### src/rtl/axi_ddr_bridge.sv
// axi_ddr_bridge: AXI4 slave that turns write and read bursts into
// single-beat requests on the DDR controller's request/response port.
//
// Ports:
//   aclk, aresetn          clock, synchronous active-high reset
//   aw* / w* / b*          AXI write address, data and response channels
//   ar* / r*               AXI read address and data channels
//   ddr_req_*              one beat per accepted request (valid/ready)
//   ddr_rsp_valid/rdata    in-order read data, always accepted
//
// Writes and reads compete for the single request port through a
// round-robin arbiter. Reads only issue while the read-data FIFO has a
// slot reserved for the returning beat, so rready back-pressure never
// loses backend data.
module axi_ddr_bridge #(
    parameter int ADDR_W        = 32,
    parameter int DATA_W        = 32,
    parameter int ID_W          = 4,
    parameter int RD_FIFO_DEPTH = 4
) (
    input  logic                aclk,
    input  logic                aresetn,
    input  logic [ID_W-1:0]     awid,
    input  logic [ADDR_W-1:0]   awaddr,
    input  logic [7:0]          awlen,
    input  logic [2:0]          awsize,
    input  logic [1:0]          awburst,
    input  logic                awvalid,
    output logic                awready,
    input  logic [DATA_W-1:0]   wdata,
    input  logic [DATA_W/8-1:0] wstrb,
    input  logic                wlast,
    input  logic                wvalid,
    output logic                wready,
    output logic [ID_W-1:0]     bid,
    output logic [1:0]          bresp,
    output logic                bvalid,
    input  logic                bready,
    input  logic [ID_W-1:0]     arid,
    input  logic [ADDR_W-1:0]   araddr,
    input  logic [7:0]          arlen,
    input  logic [2:0]          arsize,
    input  logic [1:0]          arburst,
    input  logic                arvalid,
    output logic                arready,
    output logic [ID_W-1:0]     rid,
    output logic [DATA_W-1:0]   rdata,
    output logic [1:0]          rresp,
    output logic                rlast,
    output logic                rvalid,
    input  logic                rready,
    output logic                ddr_req_valid,
    input  logic                ddr_req_ready,
    output logic                ddr_req_write,
    output logic [ADDR_W-1:0]   ddr_req_addr,
    output logic [DATA_W-1:0]   ddr_req_wdata,
    output logic [DATA_W/8-1:0] ddr_req_wstrb,
    input  logic                ddr_rsp_valid,
    input  logic [DATA_W-1:0]   ddr_rsp_rdata
);

    localparam int SIZE_MAX = $clog2(DATA_W / 8);
    localparam int PTR_W    = $clog2(RD_FIFO_DEPTH);
    localparam int CNT_W    = PTR_W + 1;

    typedef enum logic [1:0] {W_IDLE, W_DATA, W_RESP} w_state_t;
    typedef enum logic [1:0] {R_IDLE, R_ISSUE, R_DRAIN} r_state_t;

    // WRAP, reserved burst type, or beats wider than the data bus.
    function automatic logic is_unsup(input logic [1:0] burst, input logic [2:0] size);
        return burst[1] || (size > 3'(SIZE_MAX));
    endfunction

    // INCR advances by the beat size and wraps at 2^ADDR_W; FIXED holds.
    function automatic logic [ADDR_W-1:0] next_addr(input logic [ADDR_W-1:0] addr,
                                                    input logic [1:0] burst,
                                                    input logic [2:0] size);
        return (burst == 2'b01) ? addr + (ADDR_W'(1) << size) : addr;
    endfunction

    w_state_t            w_state;
    logic [ID_W-1:0]     w_id;
    logic [ADDR_W-1:0]   w_addr;
    logic [7:0]          w_len, w_cnt;
    logic [2:0]          w_size;
    logic [1:0]          w_burst;
    logic                w_err, w_unsup;

    r_state_t            r_state;
    logic [ID_W-1:0]     r_id;
    logic [ADDR_W-1:0]   r_addr;
    logic [7:0]          r_len, r_icnt, r_pcnt;
    logic [2:0]          r_size;
    logic [1:0]          r_burst;
    logic                r_unsup;

    logic [DATA_W-1:0]   fifo_mem [RD_FIFO_DEPTH];
    logic [PTR_W-1:0]    wr_ptr, rd_ptr;
    logic [CNT_W-1:0]    fifo_count, outstanding;
    logic                prio_w;

    logic w_req, r_req, write_grant, read_grant, req_fire;
    logic credit_ok, r_fake, r_issue, r_pop, rsp_take, fifo_push, w_beat, beat_err;
    logic [CNT_W:0] used;

    // Every FIFO slot is either holding data or reserved for a read in flight.
    assign used      = {1'b0, fifo_count} + {1'b0, outstanding};
    assign credit_ok = used < (CNT_W+1)'(RD_FIFO_DEPTH);

    assign w_req = !aresetn && (w_state == W_DATA) && !w_unsup && wvalid;
    assign r_req = !aresetn && (r_state == R_ISSUE) && !r_unsup && credit_ok;

    // Round-robin: on contention the side that did not win last time goes.
    assign write_grant = w_req && (!r_req || prio_w);
    assign read_grant  = r_req && (!w_req || !prio_w);
    assign req_fire    = ddr_req_valid && ddr_req_ready;

    // NOTE: every output of an always_comb gets a default first, so no path leaves a latch.
    always_comb begin
        ddr_req_valid = 1'b0;
        ddr_req_write = 1'b0;
        ddr_req_addr  = '0;
        ddr_req_wdata = '0;
        ddr_req_wstrb = '0;
        if (write_grant) begin
            ddr_req_valid = 1'b1;
            ddr_req_write = 1'b1;
            ddr_req_addr  = w_addr;
            ddr_req_wdata = wdata;
            ddr_req_wstrb = wstrb;
        end else if (read_grant) begin
            ddr_req_valid = 1'b1;
            ddr_req_addr  = r_addr;
        end
    end

    // Unsupported writes are swallowed beat by beat without touching DDR.
    assign wready   = !aresetn && (w_state == W_DATA) &&
                      (w_unsup || (write_grant && ddr_req_ready));
    assign w_beat   = wready && wvalid;
    assign beat_err = wlast != (w_cnt == w_len);

    // Unsupported reads still consume credit but fill the FIFO with zeros.
    assign r_fake    = !aresetn && (r_state == R_ISSUE) && r_unsup && credit_ok;
    assign r_issue   = r_fake || (read_grant && ddr_req_ready);
    // A response with nothing outstanding belongs to a burst abandoned by reset.
    assign rsp_take  = !aresetn && ddr_rsp_valid && (outstanding != '0);
    assign fifo_push = rsp_take || r_fake;

    assign rvalid = !aresetn && (fifo_count != '0);
    assign r_pop  = rvalid && rready;
    assign rdata  = rvalid ? fifo_mem[rd_ptr] : '0;
    assign rid    = rvalid ? r_id : '0;
    assign rresp  = (rvalid && r_unsup) ? 2'b10 : 2'b00;
    assign rlast  = rvalid && (r_pcnt == r_len);

    // Write FSM
    // NOTE: sequential state uses non-blocking assignments so every flop samples pre-edge values.
    always_ff @(posedge aclk) begin
        if (aresetn) begin
            w_state <= W_IDLE;
            awready <= 1'b1;
            bvalid  <= 1'b0;
            bid     <= '0;
            bresp   <= 2'b00;
            w_id    <= '0;
            w_addr  <= '0;
            w_len   <= '0;
            w_cnt   <= '0;
            w_size  <= '0;
            w_burst <= '0;
            w_err   <= 1'b0;
            w_unsup <= 1'b0;
        end else begin
            case (w_state)
                W_IDLE: if (awvalid) begin
                    w_id    <= awid;
                    w_addr  <= awaddr;
                    w_len   <= awlen;
                    w_size  <= awsize;
                    w_burst <= awburst;
                    w_cnt   <= '0;
                    w_err   <= 1'b0;
                    w_unsup <= is_unsup(awburst, awsize);
                    awready <= 1'b0;
                    w_state <= W_DATA;
                end
                W_DATA: if (w_beat) begin
                    w_addr <= next_addr(w_addr, w_burst, w_size);
                    w_cnt  <= w_cnt + 8'd1;
                    w_err  <= w_err || beat_err;
                    // The beat count, not wlast, decides where the burst ends.
                    if (w_cnt == w_len) begin
                        w_state <= W_RESP;
                        bvalid  <= 1'b1;
                        bid     <= w_id;
                        bresp   <= (w_err || beat_err || w_unsup) ? 2'b10 : 2'b00;
                    end
                end
                W_RESP: if (bready) begin
                    bvalid  <= 1'b0;
                    bid     <= '0;
                    bresp   <= 2'b00;
                    awready <= 1'b1;
                    w_state <= W_IDLE;
                end
                default: w_state <= W_IDLE;
            endcase
        end
    end

    // Read FSM; r_pcnt tracks pops so rlast can be flagged on the final beat.
    always_ff @(posedge aclk) begin
        if (aresetn) begin
            r_state <= R_IDLE;
            arready <= 1'b1;
            r_id    <= '0;
            r_addr  <= '0;
            r_len   <= '0;
            r_icnt  <= '0;
            r_pcnt  <= '0;
            r_size  <= '0;
            r_burst <= '0;
            r_unsup <= 1'b0;
        end else begin
            if (r_pop) r_pcnt <= r_pcnt + 8'd1;
            case (r_state)
                R_IDLE: if (arvalid) begin
                    r_id    <= arid;
                    r_addr  <= araddr;
                    r_len   <= arlen;
                    r_size  <= arsize;
                    r_burst <= arburst;
                    r_unsup <= is_unsup(arburst, arsize);
                    r_icnt  <= '0;
                    r_pcnt  <= '0;
                    arready <= 1'b0;
                    r_state <= R_ISSUE;
                end
                R_ISSUE: if (r_issue) begin
                    r_addr <= next_addr(r_addr, r_burst, r_size);
                    r_icnt <= r_icnt + 8'd1;
                    if (r_icnt == r_len) r_state <= R_DRAIN;
                end
                R_DRAIN: if (r_pop && rlast) begin
                    arready <= 1'b1;
                    r_state <= R_IDLE;
                end
                default: r_state <= R_IDLE;
            endcase
        end
    end

    // FIFO pointers, credit accounting and arbiter priority.
    always_ff @(posedge aclk) begin
        if (aresetn) begin
            wr_ptr      <= '0;
            rd_ptr      <= '0;
            fifo_count  <= '0;
            outstanding <= '0;
            prio_w      <= 1'b1;
        end else begin
            if (fifo_push) wr_ptr <= wr_ptr + PTR_W'(1);
            if (r_pop)     rd_ptr <= rd_ptr + PTR_W'(1);
            case ({fifo_push, r_pop})
                2'b10:   fifo_count <= fifo_count + CNT_W'(1);
                2'b01:   fifo_count <= fifo_count - CNT_W'(1);
                default: fifo_count <= fifo_count;
            endcase
            case ({read_grant && ddr_req_ready, rsp_take})
                2'b10:   outstanding <= outstanding + CNT_W'(1);
                2'b01:   outstanding <= outstanding - CNT_W'(1);
                default: outstanding <= outstanding;
            endcase
            if (req_fire) prio_w <= read_grant;
        end
    end

    // NOTE: the storage array is not reset; count and pointers alone define its valid contents.
    always_ff @(posedge aclk) begin
        if (fifo_push) fifo_mem[wr_ptr] <= rsp_take ? ddr_rsp_rdata : '0;
    end

endmodule
### config.mk
export PLATFORM = sky130hd
export DESIGN_NAME = axi_ddr_bridge
export DESIGN_NICKNAME = d
export VERILOG_FILES = /design/src/rtl/axi_ddr_bridge.sv
export SDC_FILE = /design/constraint.sdc
export NUM_CORES = 1
export LEC_CHECK = 0
export CORE_MARGIN = 5
export CORE_UTILIZATION = 45
export DETAILED_ROUTE_END_ITERATION = 8
export GPL_TIMING_DRIVEN = 0
export PLACE_DENSITY_LB_ADDON = 0.25
export SLEW_MARGIN = 10
export SYNTH_ARGS = -nofsm -noshare
export SYNTH_HDL_FRONTEND = slang
export SYNTH_SLANG_ARGS = --single-unit
### constraint.sdc
create_clock -name aclk -period 5.1 [get_ports aclk]
set_input_delay 1.02 -clock aclk [delete_from_list [all_inputs] [get_ports aclk]]
set_output_delay 1.02 -clock aclk [all_outputs]
set_load 0.05 [all_outputs]
==> impl_results.md <==
- Maxcap violations: 0
- Buf+Inv Stages, Crit Path: 3
- Syn_area_per_cell: 9.92 sq um
- Hold Vio Cnt, Final: 0
- CP Capture Type: output port
- Hold path cells: 2
- Slew headroom: 36.6%
- Synth async-reset ratio: 0%
- Reg2reg path depth: 11
- Most used DFF post-synth: dfxtp_1
- Hold slack: 0.444 ns
- Dpl ws: -0.516 ns
- Via count: 12.4k
- Num rows: 64
- Status: completed
- Die height: 186 microns
- Die ar.: 34700 sq um
- Top Metal Used: met4
- Antenna Cells: 0
- Crit path cell chain: clkdlybuf4s50_1 > or3b_4 > nor3_4 > or2b_1 > a31oi_4 > buf_2 > a22o_1 > clkdlybuf4s15_2
- Post-synthesis instance total: 1411
- Slowest stage delay, CP: 0.55 ns
- Max-slew violations: 0
- RSZ-0062 raised after global routing: false
- Longest Clk Path Bufs: 3
- Global-route wire length before repair: 70.4 mm
- Met2 wire len: 21.7 mm
- Clk pin slew, worst setup/hold paths: 0.06 ns
- Final Setup Violations: 0
- Yosys warns: 0
- Leak Pwr: 7.08 nW
- Drt first-iter violations: 1129
- Setup ws final: 0.121 ns
- Commonest non-fill, non-tap cells in the layout: 242 x clkdlybuf4s50_1, 185 x nand2_1, 150 x dfxtp_1
- CTS tree: yes
- Critical Path RT: 4.08 ns
- Final ANT Viol Nets: 0
- Max Clock Skew: 0.0237 ns
- Metal3 WL: 3.41 mm
- CTS Buf Count: 30
- IO buf count: 293
- IO Count: 296
- Fin crit period: 4.98 ns
- Vias in the first global route: 12.4k
- CP arrival: 3.96 ns
- Crit-path slowest cell: clkdlybuf4s50_1
- Critical Path Start Type: input pin
- Routed WL per cell: 20.9 microns
- Pwr Density: 308 nW/um^2
- Number of synthesized flops with an enable pin: 128
- Final Cell Area: 18500 sq um
- Crit. path cell count: 8
- Total track usage: 24.8%
- Drt pass-1 iters: 5
- Synth cell types: 73
- Largest net degree at the start of global routing: 25
- CTS root buffer: clkbuf_16
- Commonest non-fill, non-tap cell in the layout: clkdlybuf4s50_1
- HPWL Detailed: 33.5 mm
- Area post-placement: 17500 sq um
- Tightest Pin Transition: 0.951 ns
- Crit path max-delay family: buffers and inverters
- Nets: 1948
- Worst hold path type: reg2reg
- Share of cells above drive strength 1: 9.18%
- Final Wtd Congestion: 0.913
- Max FO, Critical Path: 10
- Worst skew pair latency: 0.55 ns
- # DRC: 0
- Initial antenna violation count: 0
- Gr ovfl total: 0
- Dpl cells: 2105
- Finished Layout Cells: 2161
- Final period utilization: 97.6%
- # clock sinks: 278
- Peak supply drop: 0.000263 V
- Synth Register Bits: 278
- Synth-to-Final Area Change: 32.4%
- CTS H-tree lvls: 1
- Die X: 186 microns
- Met1 Wirelength: 18.5 mm
- Core Box Area: 30700 sq um
- Routed WL: 45.2 mm
- Initial Util: 45.7%
- Worst Path Class, Setup: in2out
- Post-Syn Area: 14000 sq um
- Via density: 5.75
- Post-synthesis sequential area ratio: 48.9%
- Fmax: 201 MHz
per-layer routing:
layer,vias to the layer above,global-route usage [%]
met5,-,0
met4,0,8.78
met3,106,4.30
met2,592,41.6
met1,5926,32.5
li1,5810,-
tightest hold or removal path, cell delays in order (launching register included):
cell and delay, ns:
dfxtp_1 0.31, nand2_1 0.05, nand2_1 0.04
stage by stage:
stage	total power, mW	TNS (ns)	util [%]
floorplan	3.02	0	-
detailed placement	3.40	-20.76	57.2
CTS	5.72	-0.0511	60.7
finish	5.70	0	60.4
global placement	3.39	-20.67	56.8
global route	5.89	0	60.4
cell usage after synthesis (5+ instances only):
master / number / area, sq um
a211oi_1: 13 / 97.6
a21o_1: 7 / 52.6
a21oi_1: 102 / 510
a22o_1: 39 / 342
a22oi_1: 8 / 60.1
a311oi_1: 9 / 78.8
a31oi_1: 32 / 200
a32o_1: 5 / 50.1
and2_1: 119 / 744
and3_1: 29 / 181
and4_1: 5 / 43.8
buf_1: 14 / 52.6
buf_2: 18 / 90.1
clkbuf_1: 58 / 218
dfxtp_1: 150 / 3000
edfxtp_1: 128 / 3840
ha_1: 27 / 338
inv_1: 23 / 86.3
mux4_2: 32 / 721
nand2_1: 185 / 694
nand2b_1: 7 / 43.8
nand3_1: 39 / 195
nand4_1: 16 / 100
nor2_1: 93 / 349
nor2b_1: 9 / 56.3
nor3_1: 23 / 115
nor3b_1: 6 / 45.0
nor4_1: 8 / 50.1
o21ai_0: 48 / 240
o31ai_1: 13 / 97.6
or3_1: 12 / 75.1
or4_1: 5 / 37.5
xnor2_1: 21 / 184
xor2_1: 38 / 333
power breakdown:
group	total, mW	switching [mW]	internal, mW
registers	2.51	0.102	2.40
clock network	2.34	0.895	1.44
logic	0.859	0.501	0.358
sequential cells by signal, indices dropped and copies added, names as in the netlist, 4 cells and up, named ones only:
| name | cells |
|---|---|
| bid | 4 |
| fifo_mem | 128 |
| r_addr | 32 |
| r_icnt | 8 |
| r_id | 4 |
| r_len | 8 |
| r_pcnt | 8 |
| w_addr | 32 |
| w_cnt | 8 |
| w_id | 4 |
| w_len | 8 |
final timing paths:
kind / start / slack (ns) / end
max: aresetn / 0.12 / ddr_req_addr[23]
min: bvalid / 0.44 / bvalid
min reg2reg: bvalid / 0.44 / bvalid
max reg2reg: r_size[0] / 1.35 / r_addr[20]
logic make-up (layout without fill, tap and decap cells):
group	Yosys count	after routing	share of synthesized area [%]
AOI/OAI and AO/OA	316	316	14.9
xor gates and xnor gates	59	59	3.69
adders and majority gates	31	31	2.98
buffers and inverters	119	472	3.49
DFF	278	278	48.9
muxes	35	35	5.37
other	1	2	0.0268
and+or+nand+nor	572	572	20.6
cell type report:
cell class / count / area, sq um
plain buffers: 94 / 398
inverters: 25 / 93.8
clock inverters: 12 / 174
clock buffers: 44 / 910
repair buffers: 297 / 2910
fillers: 2583 / 12100
well taps: 396 / 495
multi-input cells: 1015 / 6710
flip-flops and latches: 278 / 6850
timing repair:
action,CTS,global route
buffers inserted,0,0
endpoints found under the hold margin,0,0
endpoints found under the setup margin,64,33
hold buffers,0,0
resized for setup,77,42
Power figures use the tool's default switching activity.
